$ cat config.mk
export PLATFORM = sky130hd
export DESIGN_NAME = reg_file_responder_flat
export DESIGN_NICKNAME = d
export VERILOG_FILES = /design/src/rtl/reg_file_responder_pkg.sv /design/src/rtl/reg_file_responder_if.sv /design/src/rtl/reg_file_dump_seq.sv /design/src/rtl/reg_file_responder.sv /design/src/flat_wrapper.sv
export SDC_FILE = /design/constraint.sdc
export NUM_CORES = 1
export LEC_CHECK = 0
export CORE_UTILIZATION = 45
export DETAILED_ROUTE_END_ITERATION = 16
export SLEW_MARGIN = 5
export SYNTH_ARGS = -nofsm -noshare
export SYNTH_HDL_FRONTEND = slang
export SYNTH_SLANG_ARGS = --single-unit
$ cat constraint.sdc
create_clock -name clk -period 6.6 [get_ports clk]
set_clock_uncertainty 0.05 [all_clocks]
set_input_delay 0.66 -clock clk [delete_from_list [all_inputs] [get_ports clk]]
set_output_delay 0.66 -clock clk [all_outputs]
set_load 0.02 [all_outputs]
$ cat src/rtl/reg_file_responder_pkg.sv
// Shared definitions for the register-file responder: sizes, request-vector
// bit positions and the dump sequencer state encoding.
package reg_file_responder_pkg;
   localparam int NUM_REGS   = 32;
   localparam int ADDR_W     = 5;
   localparam int DATA_W     = 8;

   localparam int VB_RD1     = 2;
   localparam int VB_RD2     = 1;
   localparam int VB_WR      = 0;

   // Register the core treats as its program output.
   localparam int OUTPUT_REG = 5;

   typedef enum logic [1:0] {
      IDLE = 2'd0,
      DUMP = 2'd1,
      DONE = 2'd2
   } dump_state_e;
endpackage

$ cat src/rtl/reg_file_responder_if.sv
// Bundle of request/response and dump signals between the core (master) and
// the register-file responder (slave).
//   requests : read_reg1, read_reg2, write_reg, data, valid_bits, err_clr, dump_start
//   responses: ready, out1, out2, output_valid, uninit_err,
//              dump_valid, dump_addr, dump_data, dump_done
interface reg_file_responder_if;
   import reg_file_responder_pkg::*;

   logic [ADDR_W-1:0] read_reg1;
   logic [ADDR_W-1:0] read_reg2;
   logic [ADDR_W-1:0] write_reg;
   logic [DATA_W-1:0] data;
   logic [2:0]        valid_bits;
   logic              err_clr;
   logic              dump_start;

   logic              ready;
   logic [DATA_W-1:0] out1;
   logic [DATA_W-1:0] out2;
   logic              output_valid;
   logic              uninit_err;
   logic              dump_valid;
   logic [ADDR_W-1:0] dump_addr;
   logic [DATA_W-1:0] dump_data;
   logic              dump_done;

   modport master (
      output read_reg1, read_reg2, write_reg, data, valid_bits, err_clr, dump_start,
      input  ready, out1, out2, output_valid, uninit_err,
             dump_valid, dump_addr, dump_data, dump_done
   );

   modport slave (
      input  read_reg1, read_reg2, write_reg, data, valid_bits, err_clr, dump_start,
      output ready, out1, out2, output_valid, uninit_err,
             dump_valid, dump_addr, dump_data, dump_done
   );
endinterface

$ cat src/rtl/reg_file_dump_seq.sv
// Dump sequencer: walks the register index from 0 to NUM_REGS-1, one beat per
// cycle, then emits a single done pulse. Owns the request-ready gating.
//   clk, rst_n     : clock, async active-low reset
//   dump_start_i   : begin a dump (honoured only in IDLE)
//   ready_o        : requests may be accepted
//   dump_valid_o   : dump_addr_o is a live beat
//   dump_addr_o    : index of the current beat
//   dump_done_o    : one-cycle pulse after the last beat
//
// state | meaning
// IDLE  | serving requests, ready high
// DUMP  | one register per cycle, requests ignored
// DONE  | done pulse, requests still ignored
module reg_file_dump_seq
   import reg_file_responder_pkg::*;
(
   input  logic              clk,
   input  logic              rst_n,
   input  logic              dump_start_i,
   output logic              ready_o,
   output logic              dump_valid_o,
   output logic [ADDR_W-1:0] dump_addr_o,
   output logic              dump_done_o
);
   localparam logic [ADDR_W-1:0] LAST_IDX = ADDR_W'(NUM_REGS - 1);

   dump_state_e       state_q, state_d;
   logic [ADDR_W-1:0] cnt_q, cnt_d;

   always_ff @(posedge clk or negedge rst_n) begin
      if (!rst_n) begin
         state_q <= IDLE;
         cnt_q   <= '0;
      end else begin
         state_q <= state_d;
         cnt_q   <= cnt_d;
      end
   end

   always_comb begin
      state_d      = state_q;
      cnt_d        = cnt_q;
      ready_o      = 1'b0;
      dump_valid_o = 1'b0;
      dump_done_o  = 1'b0;
      unique case (state_q)
         IDLE: begin
            ready_o = 1'b1;
            if (dump_start_i) begin
               state_d = DUMP;
               cnt_d   = '0;
            end
         end
         DUMP: begin
            dump_valid_o = 1'b1;
            if (cnt_q == LAST_IDX) begin
               state_d = DONE;
               cnt_d   = '0;
            end else begin
               cnt_d = cnt_q + ADDR_W'(1);
            end
         end
         DONE: begin
            dump_done_o = 1'b1;
            state_d     = IDLE;
         end
         default: state_d = IDLE;
      endcase
   end

   assign dump_addr_o = cnt_q;
endmodule

$ cat src/rtl/reg_file_responder.sv
// Register-file responder: 32 x 8-bit storage with r0 fixed at zero, two
// registered read ports with write-first bypass, sticky uninitialised-read
// flag, and a serial dump of every register.
//   clk, rst_n : clock, async active-low reset
//   bus        : slave side of reg_file_responder_if
module reg_file_responder
   import reg_file_responder_pkg::*;
(
   input  logic                 clk,
   input  logic                 rst_n,
   reg_file_responder_if.slave  bus
);
   logic [DATA_W-1:0]   regs_q [NUM_REGS];
   logic [NUM_REGS-1:0] written_q;
   logic [DATA_W-1:0]   out1_q, out1_d;
   logic [DATA_W-1:0]   out2_q, out2_d;
   logic                ov_q, ov_d;
   logic                err_q, err_d;

   logic                ready;
   logic                dump_valid;
   logic [ADDR_W-1:0]   dump_addr;
   logic                accept, rd1, rd2, wr, hit1, hit2, set_err;

   reg_file_dump_seq u_dump_seq (
      .clk          (clk),
      .rst_n        (rst_n),
      .dump_start_i (bus.dump_start),
      .ready_o      (ready),
      .dump_valid_o (dump_valid),
      .dump_addr_o  (dump_addr),
      .dump_done_o  (bus.dump_done)
   );

   always_comb begin
      accept = ready & (|bus.valid_bits);
      rd1    = accept & bus.valid_bits[VB_RD1];
      rd2    = accept & bus.valid_bits[VB_RD2];
      wr     = accept & bus.valid_bits[VB_WR];
      // A same-request write to the read index bypasses storage and also
      // counts as initialising it.
      hit1   = wr && (bus.write_reg == bus.read_reg1);
      hit2   = wr && (bus.write_reg == bus.read_reg2);

      out1_d = out1_q;
      if (rd1) begin
         if (bus.read_reg1 == '0) out1_d = '0;
         else if (hit1)           out1_d = bus.data;
         else                     out1_d = regs_q[bus.read_reg1];
      end
      out2_d = out2_q;
      if (rd2) begin
         if (bus.read_reg2 == '0) out2_d = '0;
         else if (hit2)           out2_d = bus.data;
         else                     out2_d = regs_q[bus.read_reg2];
      end
      ov_d = rd1 | rd2;

      set_err = (rd1 & ~written_q[bus.read_reg1] & ~hit1) |
                (rd2 & ~written_q[bus.read_reg2] & ~hit2);
      // Set has priority over clear so a coincident error is not lost.
      if (set_err)          err_d = 1'b1;
      else if (bus.err_clr) err_d = 1'b0;
      else                  err_d = err_q;
   end

   always_ff @(posedge clk or negedge rst_n) begin
      if (!rst_n) begin
         for (int i = 0; i < NUM_REGS; i++) regs_q[i] <= '0;
         written_q <= NUM_REGS'(1);
         out1_q    <= '0;
         out2_q    <= '0;
         ov_q      <= 1'b0;
         err_q     <= 1'b0;
      end else begin
         if (wr && bus.write_reg != '0) regs_q[bus.write_reg] <= bus.data;
         if (wr) written_q[bus.write_reg] <= 1'b1;
         out1_q <= out1_d;
         out2_q <= out2_d;
         ov_q   <= ov_d;
         err_q  <= err_d;
      end
   end

   assign bus.ready        = ready;
   assign bus.out1         = out1_q;
   assign bus.out2         = out2_q;
   assign bus.output_valid = ov_q;
   assign bus.uninit_err   = err_q;
   assign bus.dump_valid   = dump_valid;
   assign bus.dump_addr    = dump_addr;
   assign bus.dump_data    = dump_valid ? regs_q[dump_addr] : '0;
endmodule
$ cat src/flat_wrapper.sv
// flat-port wrapper written by rule: the top's interface ports become plain ports
module reg_file_responder_flat import reg_file_responder_pkg::*;
  (clk, rst_n, bus_read_reg1, bus_read_reg2, bus_write_reg, bus_data, bus_valid_bits, bus_err_clr, bus_dump_start, bus_ready, bus_out1, bus_out2, bus_output_valid, bus_uninit_err, bus_dump_valid, bus_dump_addr, bus_dump_data, bus_dump_done);
  reg_file_responder_if bus_i ();
  input  logic clk;
  input  logic rst_n;
  input wire logic [$bits(bus_i.read_reg1)-1:0] bus_read_reg1;
  input wire logic [$bits(bus_i.read_reg2)-1:0] bus_read_reg2;
  input wire logic [$bits(bus_i.write_reg)-1:0] bus_write_reg;
  input wire logic [$bits(bus_i.data)-1:0] bus_data;
  input wire logic [$bits(bus_i.valid_bits)-1:0] bus_valid_bits;
  input wire logic [$bits(bus_i.err_clr)-1:0] bus_err_clr;
  input wire logic [$bits(bus_i.dump_start)-1:0] bus_dump_start;
  output wire logic [$bits(bus_i.ready)-1:0] bus_ready;
  output wire logic [$bits(bus_i.out1)-1:0] bus_out1;
  output wire logic [$bits(bus_i.out2)-1:0] bus_out2;
  output wire logic [$bits(bus_i.output_valid)-1:0] bus_output_valid;
  output wire logic [$bits(bus_i.uninit_err)-1:0] bus_uninit_err;
  output wire logic [$bits(bus_i.dump_valid)-1:0] bus_dump_valid;
  output wire logic [$bits(bus_i.dump_addr)-1:0] bus_dump_addr;
  output wire logic [$bits(bus_i.dump_data)-1:0] bus_dump_data;
  output wire logic [$bits(bus_i.dump_done)-1:0] bus_dump_done;
  assign bus_i.read_reg1 = bus_read_reg1;
  assign bus_i.read_reg2 = bus_read_reg2;
  assign bus_i.write_reg = bus_write_reg;
  assign bus_i.data = bus_data;
  assign bus_i.valid_bits = bus_valid_bits;
  assign bus_i.err_clr = bus_err_clr;
  assign bus_i.dump_start = bus_dump_start;
  assign bus_ready = bus_i.ready;
  assign bus_out1 = bus_i.out1;
  assign bus_out2 = bus_i.out2;
  assign bus_output_valid = bus_i.output_valid;
  assign bus_uninit_err = bus_i.uninit_err;
  assign bus_dump_valid = bus_i.dump_valid;
  assign bus_dump_addr = bus_i.dump_addr;
  assign bus_dump_data = bus_i.dump_data;
  assign bus_dump_done = bus_i.dump_done;
  reg_file_responder u_core (.clk(clk), .rst_n(rst_n), .bus(bus_i));
endmodule
==> impl_summary.txt <==
----------------------------------------------------
[Run status]
  Outcome ... finished, final reports clean

[Power]
  Clock network fraction of total power ... 33.8%
  Power share of the sequential group ... 41.9%
  Logic gate share of total power ... 24.3%
  Total power divided by cell area ... 291.2 nW/um^2
  Internal Power ... 4160 uW
  Power, Total ... 6025 uW
  Maximum resistive drop on vdd ... 0.1985 mV
  Sw frac ... 30.95%
  Leakage Power ... 0.009014 uW
  Switching power ... 1865 uW

[Global route]
  Wire length of the first global-routing pass ... 84340 microns
  Total global routing track utilization ... 28.03%
  Number of antenna violations at the first check in global routing ... 0
  Via count of the first global-routing pass ... 12040
  GRT Residual Overflow ... 0
  Maximum number of pins on one net before global-route repair ... 172

[Yosys]
  Synthesis-stage register bit count ... 313
  Async S/R FF share, synth ... 100.0%
  Leading cell types by total area after synthesis ... dfrtp_1 (42%), mux4_2 (27%), mux2_2 (19%)
  YS warnings ... 0
  Mapped cell area ... 18530 sq um
  Synthesized instance count ... 1208
  Post-synth EDFFs ... 0
  Leading area contributor after synthesis ... dfrtp_1
  Netlist cell types ... 48
  Area fraction of the dominant cell type after synthesis ... 42.13%
  Net count after synthesis ... 1240
  Most frequently used flop master after synthesis ... dfrtp_1
  Seq/Total Area, Yosys ... 42.27%
  Syn Area/Cell ... 15.34 sq um

[Timing]
  Worst Slack Setup Final ... 1759 ps
  Final hold violation count ... 0
  F_max ... 206.6 MHz
  Fraction of the cycle the final worst path needs ... 73.35%
  Setup repair after global routing missed its margin ... no
  Rel. slew slack ... 12.65%
  Total setup violations reported at the end of the flow ... 0
  Sum Neg Setup Slack ... 0 ps
  Number of pins exceeding their max-slew limit in the final report ... 0
  Time the final worst path needs with I/O delays and setup ... 4841 ps
  Slew of the pin with the lowest slew margin ... 1306 ps
  Final hold slack ... 85.34 ps

[Critical path]
  CP arrival ... 4130 ps
  Startpoint types ... register
  End of the worst register-to-register path ... u_core.regs_q[74]
  Timing endpoint of the critical path ... bus_dump_data[5]
  Critical path class ... register to primary output
  Maximum fanout encountered on the critical timing path ... 42
  Critical path data required time ... 5890 ps
  Critical path endpoint category ... primary output
  Launching element of the worst setup path ... u_core.u_dump_seq.dump_addr_o[0]
  Reg-to-reg startpoint ... u_core.u_dump_seq.state_q[1]
  Reg2Reg Depth ... 5
  Internal reg-to-reg setup slack ... 2900 ps

[Floorplan]
  DIE AREA ... 42000 sq um
  Starting Density ... 46.12%
  Width of the die ... 204.9 microns
  Height of the chip ... 204.9 microns
  Core area ... 40190 sq um
  Core Rows ... 73
  Boundary Pins ... 64

[Route]
  Violation count after the first detailed-routing iteration ... 977
  DRC violation count after routing ... 0
  Initial DRT Pass Iterations ... 5
  Drt via density ... 6.707
  Wire per inst ... 31.98 microns
  Remaining antenna violation count after routing ... 0
  Total number of vias ... 11840
  Final wirelength ... 56480 microns

[Placement]
  Worst setup timing slack at the placement stage ... 2261 ps
  Sum of net half-perimeters after detailed placement ... 34870 microns
  Area of placed instances ... 19500 sq um
  Total of buffers placed on input and output ports ... 63
  RD Place Congestion ... 0.8462

[Clocking]
  Clock tree sinks ... 313
  Inserted Clock Buffers ... 37
  CTS tree ... done
  Clock transition at the registers of the reported paths ... 60 ps
  Root buffer cell ... clkbuf_16
  Latest clock arrival within the worst-skew pair ... 520 ps
  Buffer count from post-CTS setup fixing ... 0
  Number of levels the H-tree was split into ... 2
  Maximum count of clock buffers along a single path ... 3
  Gates resized, CTS repair ... 0
  Number of hold-repair buffers added at the cts stage ... 0

[Final layout]
  Post-layout instance area ... 20690 sq um
  NumNets Final ... 1249
  Antenna fix cells ... 0
  Share of layout cells above drive strength 1 ... 53.02%
  P&R area growth vs syn ... 11.64%

[Job]
  Number of max-cap violations ... 0

[Worst hold path]
  Worst min-delay path class ... primary input to async pin

----------------------------------------------------
## metrics by stage
step           utilization [%]  std cells
2_1_floorplan                -       1208
3_3_place_gp             48.53       1703
3_5_place_dp             48.53       1703
4_1_cts                  51.49       1766
5_1_grt                  51.49       1766
6_report                 51.49       1766
## area by class of cell
cell class / instances / area (sq um)
clock inverter: 12 / 138.9
timing repair buffer: 83 / 800.8
clock buffer: 51 / 1049
inverter: 6 / 22.52
sequential: 313 / 7843
multi-input combinational: 776 / 10180
fill: 3371 / 19500
tap: 525 / 656.9
## kinds of logic (layout without fill, tap and decap cells)
kind of cell / count (synthesis) / count (layout) / synth area share (%)
buffers and inverters: 119 / 152 / 2.802
xor gates and xnor gates: 10 / 10 / 0.4725
and+or+nand+nor: 150 / 150 / 4.800
adders and majority gates: 2 / 2 / 0.1350
DFF: 313 / 313 / 42.27
muxes: 549 / 549 / 46.95
AOI/OAI and AO/OA: 65 / 65 / 2.579
## cells in the mapped netlist (5+ instances only)
master    number
xnor2_1       10
nor2_2         8
or2_2         17
buf_1         15
buf_2         31
dfrtp_1      312
o22ai_1       33
inv_1          5
clkbuf_1      62
nor2_1        14
nand2_1       29
mux4_2       225
nand2b_1      23
mux2_2       312
nor2_4         7
a221o_1       17
nand3b_1       5
nor4_1        16
nand3_1        5
mux2i_1       12
## critical path: stages, from the launching register on
cell and delay [ps]:
dfrtp_4 980, buf_4 470, mux4_2 550, mux4_2 520, mux2i_1 410, nor2_1 100, clkdlybuf4s50_1 560
## per-layer routing
layer | track usage (%) | vias to the layer above | share of wire (%)
li1 | - | 4836 | -
met1 | 40.70 | 6426 | 44
met2 | 41.86 | 473 | 46
met3 | 6.204 | 109 | 7.5
met4 | 8.995 | 0 | 3.2
met5 | 0 | - | 0
## worst min-delay path by stage
stage	startpoint	end	slack, ps
finish	rst_n	u_core.regs_q[182]	90
global route	rst_n	u_core.regs_q[182]	130
CTS	rst_n	u_core.regs_q[182]	110
detailed placement	u_core.regs_q[252]	u_core.regs_q[252]	360
global placement	u_core.regs_q[249]	u_core.regs_q[249]	350
floorplan	rst_n	u_core.bus.out1[0]	310
## cells in the final DEF, fill, tap and decap left out, types with 3 or more instances in the layout
cell type	Yosys	final
mux2_2	312	312
dfrtp_1	312	309
mux4_2	225	225
clkdlybuf4s50_1	0	58
clkbuf_16	0	37
o22ai_1	33	33
nand2_1	29	29
nand2b_1	23	23
buf_4	1	22
or2_2	17	17
a221o_1	17	17
nor4_1	16	16
nor2_1	14	14
mux2i_1	12	12
xnor2_1	10	10
nor2_2	8	8
clkinv_2	0	8
nor2_4	7	7
clkbuf_8	0	7
clkbuf_1	62	7
inv_1	5	5
nand3b_1	5	5
nand3_1	5	5
nor3b_1	4	4
nor3_1	3	3
a21oi_1	3	3
o21ai_0	3	3
nand4_1	3	3
bufinv_16	0	3
## power by group through the flow
| stage | registers [uW] | clock network (uW) | logic [uW] |
|---|---|---|---|
| 2_1_floorplan | 2360 | 0 | 1070 |
| 3_3_place_gp | 2550 | 0 | 1460 |
| 3_5_place_dp | 2560 | 0 | 1470 |
| 4_1_cts | 2530 | 2080 | 1470 |
| 5_1_grt | 2570 | 2160 | 1550 |
| 6_report | 2530 | 2040 | 1460 |
## flip-flops by register name (all words and copies together) (netlist names)
signal                         cells
u_core.u_dump_seq.state_q          2
u_core.bus.out1                    8
u_core.u_dump_seq.dump_addr_o      5
u_core.written_q                  32
u_core.bus.out2                    8
u_core.bus.output_valid            1
u_core.bus.uninit_err              1
u_core.regs_q                    256
No activity file was read; power rests on OpenSTA's default activity.
